===== config.mk =====
export PLATFORM = sky130hd
export DESIGN_NAME = spi_transaction_sequencer
export DESIGN_NICKNAME = d
export VERILOG_FILES = /design/src/rtl/spi_transaction_sequencer.sv
export SDC_FILE = /design/constraint.sdc
export NUM_CORES = 1
export LEC_CHECK = 0
export CAP_MARGIN = 20
export CORE_MARGIN = 3
export CORE_UTILIZATION = 50
export DETAILED_ROUTE_END_ITERATION = 6
export PLACE_DENSITY = 0.75
export SLEW_MARGIN = 20
export SYNTH_ARGS = -nofsm -noshare
export SYNTH_HDL_FRONTEND = slang
export SYNTH_SLANG_ARGS = --single-unit

===== constraint.sdc =====
create_clock -name clk -period 2.3 [get_ports clk]
set_input_delay 0.575 -clock clk [delete_from_list [all_inputs] [get_ports clk]]
set_output_delay 0.575 -clock clk [all_outputs]
set_load 0.05 [all_outputs]

===== src/rtl/spi_transaction_sequencer.sv =====
// SPI transaction sequencer: command FIFO -> timed start_comm pulses -> response FIFO.
// One transaction per queued byte, paced by an internal timer.
module spi_transaction_sequencer #(
  parameter int LENGTH_SEND     = 8,
  parameter int LENGTH_RECIEVED = 8,
  parameter int DEPTH           = 4,
  parameter int XFER_CYCLES     = 28,
  parameter int GAP_CYCLES      = 2
) (
  input  logic                          clk,
  input  logic                          rst,
  input  logic                          enable,
  input  logic [LENGTH_SEND-1:0]        cmd_data,
  input  logic                          cmd_valid,
  output logic                          cmd_ready,
  output logic [LENGTH_RECIEVED-1:0]    rsp_data,
  output logic                          rsp_valid,
  input  logic                          rsp_ready,
  output logic [LENGTH_SEND-1:0]        data_send,
  output logic                          start_comm,
  input  logic [LENGTH_RECIEVED-1:0]    CIPO_register,
  output logic                          busy,
  output logic [$clog2(DEPTH):0]        cmd_level,
  output logic [$clog2(DEPTH):0]        rsp_level
);

  localparam int PW   = $clog2(DEPTH);
  localparam int LW   = PW + 1;
  localparam int MAXC = (XFER_CYCLES > GAP_CYCLES) ? XFER_CYCLES : GAP_CYCLES;
  localparam int TW   = $clog2(MAXC) + 1;

  typedef enum logic [1:0] {IDLE, ARM, XFER, GAP} state_t;

  state_t state, state_n;
  logic [TW-1:0] timer, timer_n;
  logic start_n;
  logic [LENGTH_SEND-1:0] data_n;

  logic [LENGTH_SEND-1:0] cmd_mem [DEPTH];
  logic [PW-1:0] cmd_wptr, cmd_rptr;
  logic cmd_push, cmd_pop;

  logic [LENGTH_RECIEVED-1:0] rsp_mem [DEPTH];
  logic [PW-1:0] rsp_wptr, rsp_rptr;
  logic rsp_push, rsp_pop;

  assign cmd_ready = (cmd_level != LW'(DEPTH));
  assign cmd_push  = cmd_valid && cmd_ready;
  assign rsp_valid = (rsp_level != '0);
  assign rsp_pop   = rsp_valid && rsp_ready;
  assign rsp_data  = rsp_mem[rsp_rptr];
  assign busy      = (state != IDLE);

  always_ff @(posedge clk) begin
    if (cmd_push) cmd_mem[cmd_wptr] <= cmd_data;
    if (rsp_push) rsp_mem[rsp_wptr] <= CIPO_register;
  end

  always_ff @(posedge clk) begin
    if (rst) begin
      cmd_wptr  <= '0;
      cmd_rptr  <= '0;
      cmd_level <= '0;
      rsp_wptr  <= '0;
      rsp_rptr  <= '0;
      rsp_level <= '0;
    end else begin
      if (cmd_push) cmd_wptr <= cmd_wptr + 1'b1;
      if (cmd_pop)  cmd_rptr <= cmd_rptr + 1'b1;
      cmd_level <= cmd_level + LW'(cmd_push) - LW'(cmd_pop);
      if (rsp_push) rsp_wptr <= rsp_wptr + 1'b1;
      if (rsp_pop)  rsp_rptr <= rsp_rptr + 1'b1;
      rsp_level <= rsp_level + LW'(rsp_push) - LW'(rsp_pop);
    end
  end

  always_ff @(posedge clk) begin
    if (rst) begin
      state      <= IDLE;
      timer      <= '0;
      start_comm <= 1'b0;
      data_send  <= '0;
    end else begin
      state      <= state_n;
      timer      <= timer_n;
      start_comm <= start_n;
      data_send  <= data_n;
    end
  end

  // Space check uses registered rsp_level so the eventual capture always fits.
  always_comb begin
    state_n  = state;
    timer_n  = timer;
    start_n  = start_comm;
    data_n   = data_send;
    cmd_pop  = 1'b0;
    rsp_push = 1'b0;
    unique case (state)
      IDLE: begin
        if (enable && cmd_level != '0 && rsp_level != LW'(DEPTH)) begin
          cmd_pop = 1'b1;
          data_n  = cmd_mem[cmd_rptr];
          state_n = ARM;
        end
      end
      ARM: begin
        start_n = 1'b1;
        timer_n = '0;
        state_n = XFER;
      end
      XFER: begin
        if (timer == TW'(XFER_CYCLES - 1)) begin
          rsp_push = 1'b1;
          start_n  = 1'b0;
          timer_n  = '0;
          state_n  = GAP;
        end else begin
          timer_n = timer + 1'b1;
        end
      end
      GAP: begin
        if (timer == TW'(GAP_CYCLES - 1)) begin
          timer_n = '0;
          state_n = IDLE;
        end else begin
          timer_n = timer + 1'b1;
        end
      end
      default: state_n = IDLE;
    endcase
  end

endmodule


==> results of run 1 <==
## final cells by class
cell class	instances	area (um2)
flip-flops and latches	97	2600
inverters	19	76.3
fillers	527	2530
multi-input cells	137	1340
clock inverters	7	86.3
repair buffers	67	603
clock buffers	9	124
well taps	99	124
## worst reg2reg max path: stages, from the launching register on
cell and delay [ps]:
dfxtp_2 350, or3b_4 410, and2_4 150, inv_2 50, ha_1 220, inv_1 60
ha_1 130, inv_1 50, fa_2 330, xor2_1 180, xnor2_1 130, nor2_1 50
## through the flow
stage          cells  power (mW)
3_5_place_dp     413        4.35
5_1_grt          435        5.79
6_report         435        5.49
4_1_cts          429        5.49
3_3_place_gp     413        4.31
2_1_floorplan    262        3.75
## flip-flops by register name, summed over array words and instances, names as in the netlist, 3 cells and up, named ones only
| signal | flops |
|---|---|
| data_send | 8 |
| rsp_mem | 32 |
| timer | 6 |
| cmd_level | 3 |
| cmd_mem | 32 |
| rsp_level | 3 |
## power by group through the flow
stage	clock network [mW]	logic, mW	registers [mW]
3_5_place_dp	0	2.05	2.30
6_report	1.13	2.12	2.25
5_1_grt	1.22	2.29	2.28
3_3_place_gp	0	2.02	2.29
4_1_cts	1.16	2.06	2.26
2_1_floorplan	0	1.22	2.52
## how the worst min path moves through the flow
| stage | slack (ps) | depth (start not counted) | to | startpoint |
|---|---|---|---|---|
| after floorplan | 440 | 1 | timer[0]$_SDFFE_PP0P_ | timer[0]$_SDFFE_PP0P_ |
| after detailed placement | 500 | 2 | data_send[2]$_SDFFE_PP0P_ | data_send[2]$_SDFFE_PP0P_ |
| after global routing | 510 | 2 | state[0]$_SDFFE_PP0P_ | state[0]$_SDFFE_PP0P_ |
| final | 500 | 2 | state[0]$_SDFFE_PP0P_ | state[0]$_SDFFE_PP0P_ |
| after CTS | 510 | 2 | cmd_wptr[1]$_SDFFE_PP0P_ | cmd_wptr[1]$_SDFFE_PP0P_ |
| after global placement | 480 | 2 | data_send[5]$_SDFFE_PP0P_ | data_send[5]$_SDFFE_PP0P_ |
## routing by layer
layer  part of all wire, %  vias to the layer above  GRT usage (%)
met5                     0                        -              0
met4                   1.5                        0           5.33
met3                   4.7                       12           3.87
met2                    53                       50           28.7
met1                    41                     1098           18.6
li1                      -                     1081              -
## Yosys cell counts (all sizes together)
cell type  instances  area, um2
nor2b              3       18.8
a22oi              1       7.51
buf                6       42.5
and4               1       8.76
mux2i              9       90.1
o21ai              5       25.0
xnor2              8       70.1
xor2               5       43.8
ha                19        238
a31oi              3       31.3
and3               4       25.0
nor2              27        104
nand4b             1       8.76
and2               6       42.5
nand4              1       21.3
a21oi              3       15.0
mux4              16        360
or3b               2       20.0
nor3               1       5.00
fa                 2       40.0
o31a               1       10.0
edfxtp            64       1920
o31ai              2       20.0
or4                1       7.51
dfxtp             33        661
or3                3       20.0
clkbuf             3       11.3
o221ai             1       8.76
nand2             12       45.0
inv               19       71.3
## logic make-up after synthesis
| kind of cell | Yosys count | share of synthesized area (%) |
|---|---|---|
| buffers and inverters | 28 | 3.13 |
| muxes | 25 | 11.3 |
| xor gates and xnor gates | 13 | 2.85 |
| AOI/OAI and AO/OA | 16 | 2.94 |
| and+or+nand+nor | 62 | 8.18 |
| DFF | 97 | 64.7 |
| adders and majority gates | 21 | 6.95 |
## repair_timing
item                       4_1_cts  5_1_grt
hold buffers                     0        0
setup endpoints to repair        0        2
setup buffers                    0        6
gates resized for setup          0       14
==> metrics.yaml, run 1 <==
finish:
  postLayoutCoreUtil_pct: 66.2
  final_cell_mix: "edfxtp_1 (64), clkdlybuf4s50_1 (35), buf_4 (31)"
  drive_gt1_share_pct: 28.9
  layout_commonest_cell: "edfxtp_1"
  stdcell_area_mm2: 0.00496
  diodes: 0
  syn_to_final_growth_pct: 24.2
  final_nets: 373
floorplan:
  initial_core_util_pct: 53.4
  dieArea_mm2: 0.00910
  coreArea_mm2: 0.00749
  die_y_um: 95.4
  die_width_um: 95.4
  io_pins: 47
  row_count: 31
setup_path:
  r2r-start: "cmd_level[0]$_SDFF_PP0_"
  r2r-end: "cmd_level[2]$_SDFF_PP0_"
  slowest_stage: "clkdlybuf4s50_1"
  crit_arrival_ps: 1630
  cpPeakStageDelay_ps: 800
  crit_fanout: 5
  cp.buffers_inverters: 2
  worstSetupEndpoint: "rsp_level[1]"
  path_cells: "buf_4 -> clkdlybuf4s50_1"
  worstSetupEndpointType: "output pin"
  critPathLaunch: "rsp_level[1]$_SDFF_PP0_"
  crit_family: "buffers and inverters"
  startpoint_type: "register"
  worstSetupPathType: "register to output pin"
  worst-path-stages: 2
  r2r_setup_slack_ps: 90
  critical_path_required_ps: 1730
  ff2ff_path_depth: 11
timing:
  setup_viol: 0
  fin_skew_ps: 8.66
  whs_ps: 499
  finalHoldViolCount: 0
  rsz0062_at_grt: "true"
  min_period_over_period_pct: 96.0
  fin_ws_ps: 91.7
  drv_slew: 0
  max_freq_mhz: 453
  tightest_slew_ps: 578
  fin_setup_tns_ps: 0
  max-slew-margin-rel_pct: 61.4
  fin_crit_ps: 2210
drt:
  drt_first_pass_iters: 4
  routed_wirelength_um: 6700
  ant_nets: 0
  vias: 2241
  drt_iter0_markers: 61
  routed_via_density: 5.15
  drc: 0
  routedWlPerCell_um: 15.4
clocking:
  clockBufferDepth: 2
  cts_tree: "yes"
  cts_buffers: 9
  h-tree-depth: 3
  insertion_delay_ps: 350
  cts-root-buf: "clkbuf_8"
  cts.sink_count: 97
  clk_pin_slew_ps: 90
power_and_ir_drop:
  pwr-share-seq_pct: 40.9
  combPwrFrac_pct: 38.5
  internal-power_mw: 3.55
  p_sw_share_pct: 35.4
  leakage_nw: 1.81
  p_clk_share_pct: 20.5
  p_switching_mw: 1.95
  power_density_mw_per_mm2: 1110
  ir_drop_mv: 0.652
place:
  postPlaceCellArea_mm2: 0.00465
  io_buffers: 46
  post-dp-hpwl_um: 4720
  gp_congestion: 0.809
  dp_slack_ps: -262
logic_synthesis:
  netlist_area_mm2: 0.00399
  yosysSeqAreaShare_pct: 64.7
  synth_fp_nets: 304
  syn_avg_cell_area_um2: 15.2
  synth_warnings: 0
  synth_cell_types: 40
  syn_inst: 262
  ys_ff_latch: 97
global_routing:
  grt_remaining_overflow: 0
  antenna_found_initial: 0
  grt_start_max_net_pins: 19
  track_usage_pct: 15.9
  grt_pass1_wl_um: 10800
  grt_pass1_vias: 2249
min_path:
  hp-class: "register to register"
outcome:
  outcome: "completed"
run:
  cap_violations: 0
(Power assumes the default switching activity.)
==> run 2: changes to the inputs <==
--- a/config.mk
+++ b/config.mk
@@ -6,10 +6,12 @@
 export NUM_CORES = 1
 export LEC_CHECK = 0
 export CAP_MARGIN = 20
+export CORE_ASPECT_RATIO = 0.8
 export CORE_MARGIN = 3
-export CORE_UTILIZATION = 50
+export CORE_UTILIZATION = 55
+export CTS_CLUSTER_DIAMETER = 120
 export DETAILED_ROUTE_END_ITERATION = 6
-export PLACE_DENSITY = 0.75
+export PLACE_DENSITY = 0.79
 export SLEW_MARGIN = 20
 export SYNTH_ARGS = -nofsm -noshare
 export SYNTH_HDL_FRONTEND = slang
==> constraint.sdc (replaced) <==
create_clock -name clk -period 2.1 [get_ports clk]
set_input_delay 0.525 -clock clk [delete_from_list [all_inputs] [get_ports clk]]
set_output_delay 0.525 -clock clk [all_outputs]
set_load 0.05 [all_outputs]
==> run 2 against run 1 <==
Clock-buffer cell count did not move. The flow now finishes with violations (negative setup slack). Global-route usage rose by 2.5 points. Critical path depth up 9. Final cell count is 0.69% higher. Worst hold slack better by 6.1 ps. Largest power group is now combinational cells. Final area is 3.9% higher. Critical path type is now register to register. Sequential cell count stayed put. Non-clock buffer count increased by 15. Core utilization increased by 7.8 points. Setup slack got worse by 200 ps. Sequential share of layout area shrank 1.9 points.
==> metrics.yaml, run 2 (synthesis gave the netlist of run 1 again) <==
clocking:
  clk_pin_slew_ps: 100
  cts_buffers: 9
  clockBufferDepth: 2
  cts.sink_count: 97
  cts_hold_buf: 0
  cts-root-buf: "clkbuf_8"
  cts_tree: "yes"
  insertion_delay_ps: 360
  h-tree-depth: 3
drt:
  routedWlPerCell_um: 16.8
  routed_via_density: 5.21
  vias: 2280
  drt_first_pass_iters: 4
  drc: 0
  routed_wirelength_um: 7360
  drt_iter0_markers: 95
  ant_nets: 0
finish:
  instances_no_fill: 438
  num-fill-cells: 441
  layout.area.seq_mm2: 0.00261
  final_cell_mix: "edfxtp_1 (64), buf_4 (40), clkdlybuf4s50_1 (27)"
  postLayoutCoreUtil_pct: 74.0
  stdcell_area_mm2: 0.00515
  multiInputGateArea_mm2: 0.00138
  reg_top3: "cmd_mem: 32 flops, rsp_mem: 32 flops, data_send: 8 flops"
  diodes: 0
  final_nets: 388
  syn_to_final_growth_pct: 28.9
  drive_gt1_share_pct: 35.9
  layout_commonest_cell: "edfxtp_1"
floorplan:
  io_pins: 47
  coreArea_mm2: 0.00696
  row_count: 27
  die_y_um: 82.2
  initial_core_util_pct: 57.4
  die_width_um: 101
  dieArea_mm2: 0.00833
global_routing:
  grt_pass1_wl_um: 11400
  grt_start_max_net_pins: 28
  grt_remaining_overflow: 0
  grt_pass1_vias: 2360
  track_usage_pct: 18.4
  antenna_found_initial: 0
place:
  gp_congestion: 0.751
  dpl.cell_count: 417
  io_buffers: 46
  post-dp-hpwl_um: 4940
  postPlaceCellArea_mm2: 0.00478
  dp_slack_ps: -433
timing:
  rsz0062_at_grt: "true"
  fin_crit_ps: 2210
  max_freq_mhz: 453
  finalHoldViolCount: 0
  drv_slew: 0
  tightest_slew_ps: 501
  fin_ws_ps: -108
  fin_skew_ps: 12.5
  whs_ps: 505
  max-slew-margin-rel_pct: 66.5
  min_period_over_period_pct: 105
  setup_viol: 1
setup_path:
  startpoint_type: "register"
  cp.buffers_inverters: 3
  r2r_setup_slack_ps: -110
  worstSetupPathType: "register to register"
  cpPeakStageDelay_ps: 400
  worstSetupEndpointType: "register"
  critical_path_required_ps: 2340
  crit_arrival_ps: 2450
  crit_fanout: 4
  path_cells: "or3b_4 -> and2_4 -> inv_4 -> ha_4 -> inv_4 -> ha_4 -> inv_2 -> fa_2 -> xor2_1 -> xnor2_1 -> nor2_1"
  crit_family: "adder cells"
  slowest_stage: "or3b_4"
outcome:
  outcome: "finished, violations left"
  violations: "negative setup slack"
min_path:
  hp-class: "register to register"
power_and_ir_drop:
  pwr-share-seq_pct: 38.4
  power_density_mw_per_mm2: 1230
  p_switching_mw: 2.25
  combPwrFrac_pct: 42.0
  ir_drop_mv: 0.814
  p_clk_share_pct: 19.6
  p_sw_share_pct: 35.7
  leakage_nw: 1.95
  internal-power_mw: 4.06
run:
  cap_violations: 0
run 2: cell types whose count changed in the layout (fill, tap and decap cells not counted), sizes merged:
| cell | before | now |
|---|---|---|
| buf | 32 | 53 |
| clkdlybuf4s50 | 35 | 27 |
| dlymetal6s2s | 0 | 2 |
run 2: power groups by stage:
stage,sequential [mW],clock [mW],combinational [mW]
2_1_floorplan,2.76,0,1.36
3_3_place_gp,2.44,0,2.37
3_5_place_dp,2.45,0,2.42
4_1_cts,2.42,1.27,2.50
5_1_grt,2.45,1.34,2.84
6_report,2.42,1.24,2.65
run 2: final cells by class:
| cell class | instances | area share (%) |
|---|---|---|
| sequential | 97 | 50.6 |
| multi-input combinational | 137 | 26.8 |
| timing repair buffer | 82 | 14.8 |
| clock buffer | 9 | 2.41 |
| tap | 87 | 2.11 |
| clock inverter | 7 | 1.68 |
| inverter | 19 | 1.53 |
run 2: layer usage:
layer	global-route usage (%)	vias up	part of all wire, %
li1	-	1108	-
met1	23.6	1110	42
met2	30.9	54	52
met3	5.54	8	4.8
met4	5.18	0	1.3
met5	0	-	0
run 2: final timing paths:
| check | cells after the start | to | from |
|---|---|---|---|
| setup / recovery | 11 | cmd_level[2]$_SDFF_PP0_ | cmd_level[0]$_SDFF_PP0_ |
| hold / removal | 2 | cmd_wptr[1]$_SDFFE_PP0P_ | cmd_wptr[1]$_SDFFE_PP0P_ |
| setup reg to reg | 11 | cmd_level[2]$_SDFF_PP0_ | cmd_level[0]$_SDFF_PP0_ |
| hold reg to reg | 2 | cmd_wptr[1]$_SDFFE_PP0P_ | cmd_wptr[1]$_SDFFE_PP0P_ |
run 2: through the flow:
stage / TNS (ps) / power (mW)
final: -108 / 6.31
after global routing: -337 / 6.63
after CTS: -201 / 6.19
after detailed placement: -1200 / 4.88
after global placement: -1050 / 4.81
after floorplan: -606 / 4.12
run 2: worst register-to-register path, stage by stage (launching register included):
cell,delay (ps)
dfxtp_2,350
or3b_4,400
and2_4,160
inv_4,60
ha_4,200
inv_4,60
ha_4,110
inv_2,30
fa_2,330
xor2_1,160
xnor2_1,170
nor2_1,60
run 2: timing repair:
| item | CTS | global route |
|---|---|---|
| resized for setup | 10 | 25 |
| endpoints found under the hold margin | 0 | 0 |
| setup buffers | 2 | 3 |
| endpoints found under the setup margin | 10 | 15 |
| pin swaps | 10 | 2 |
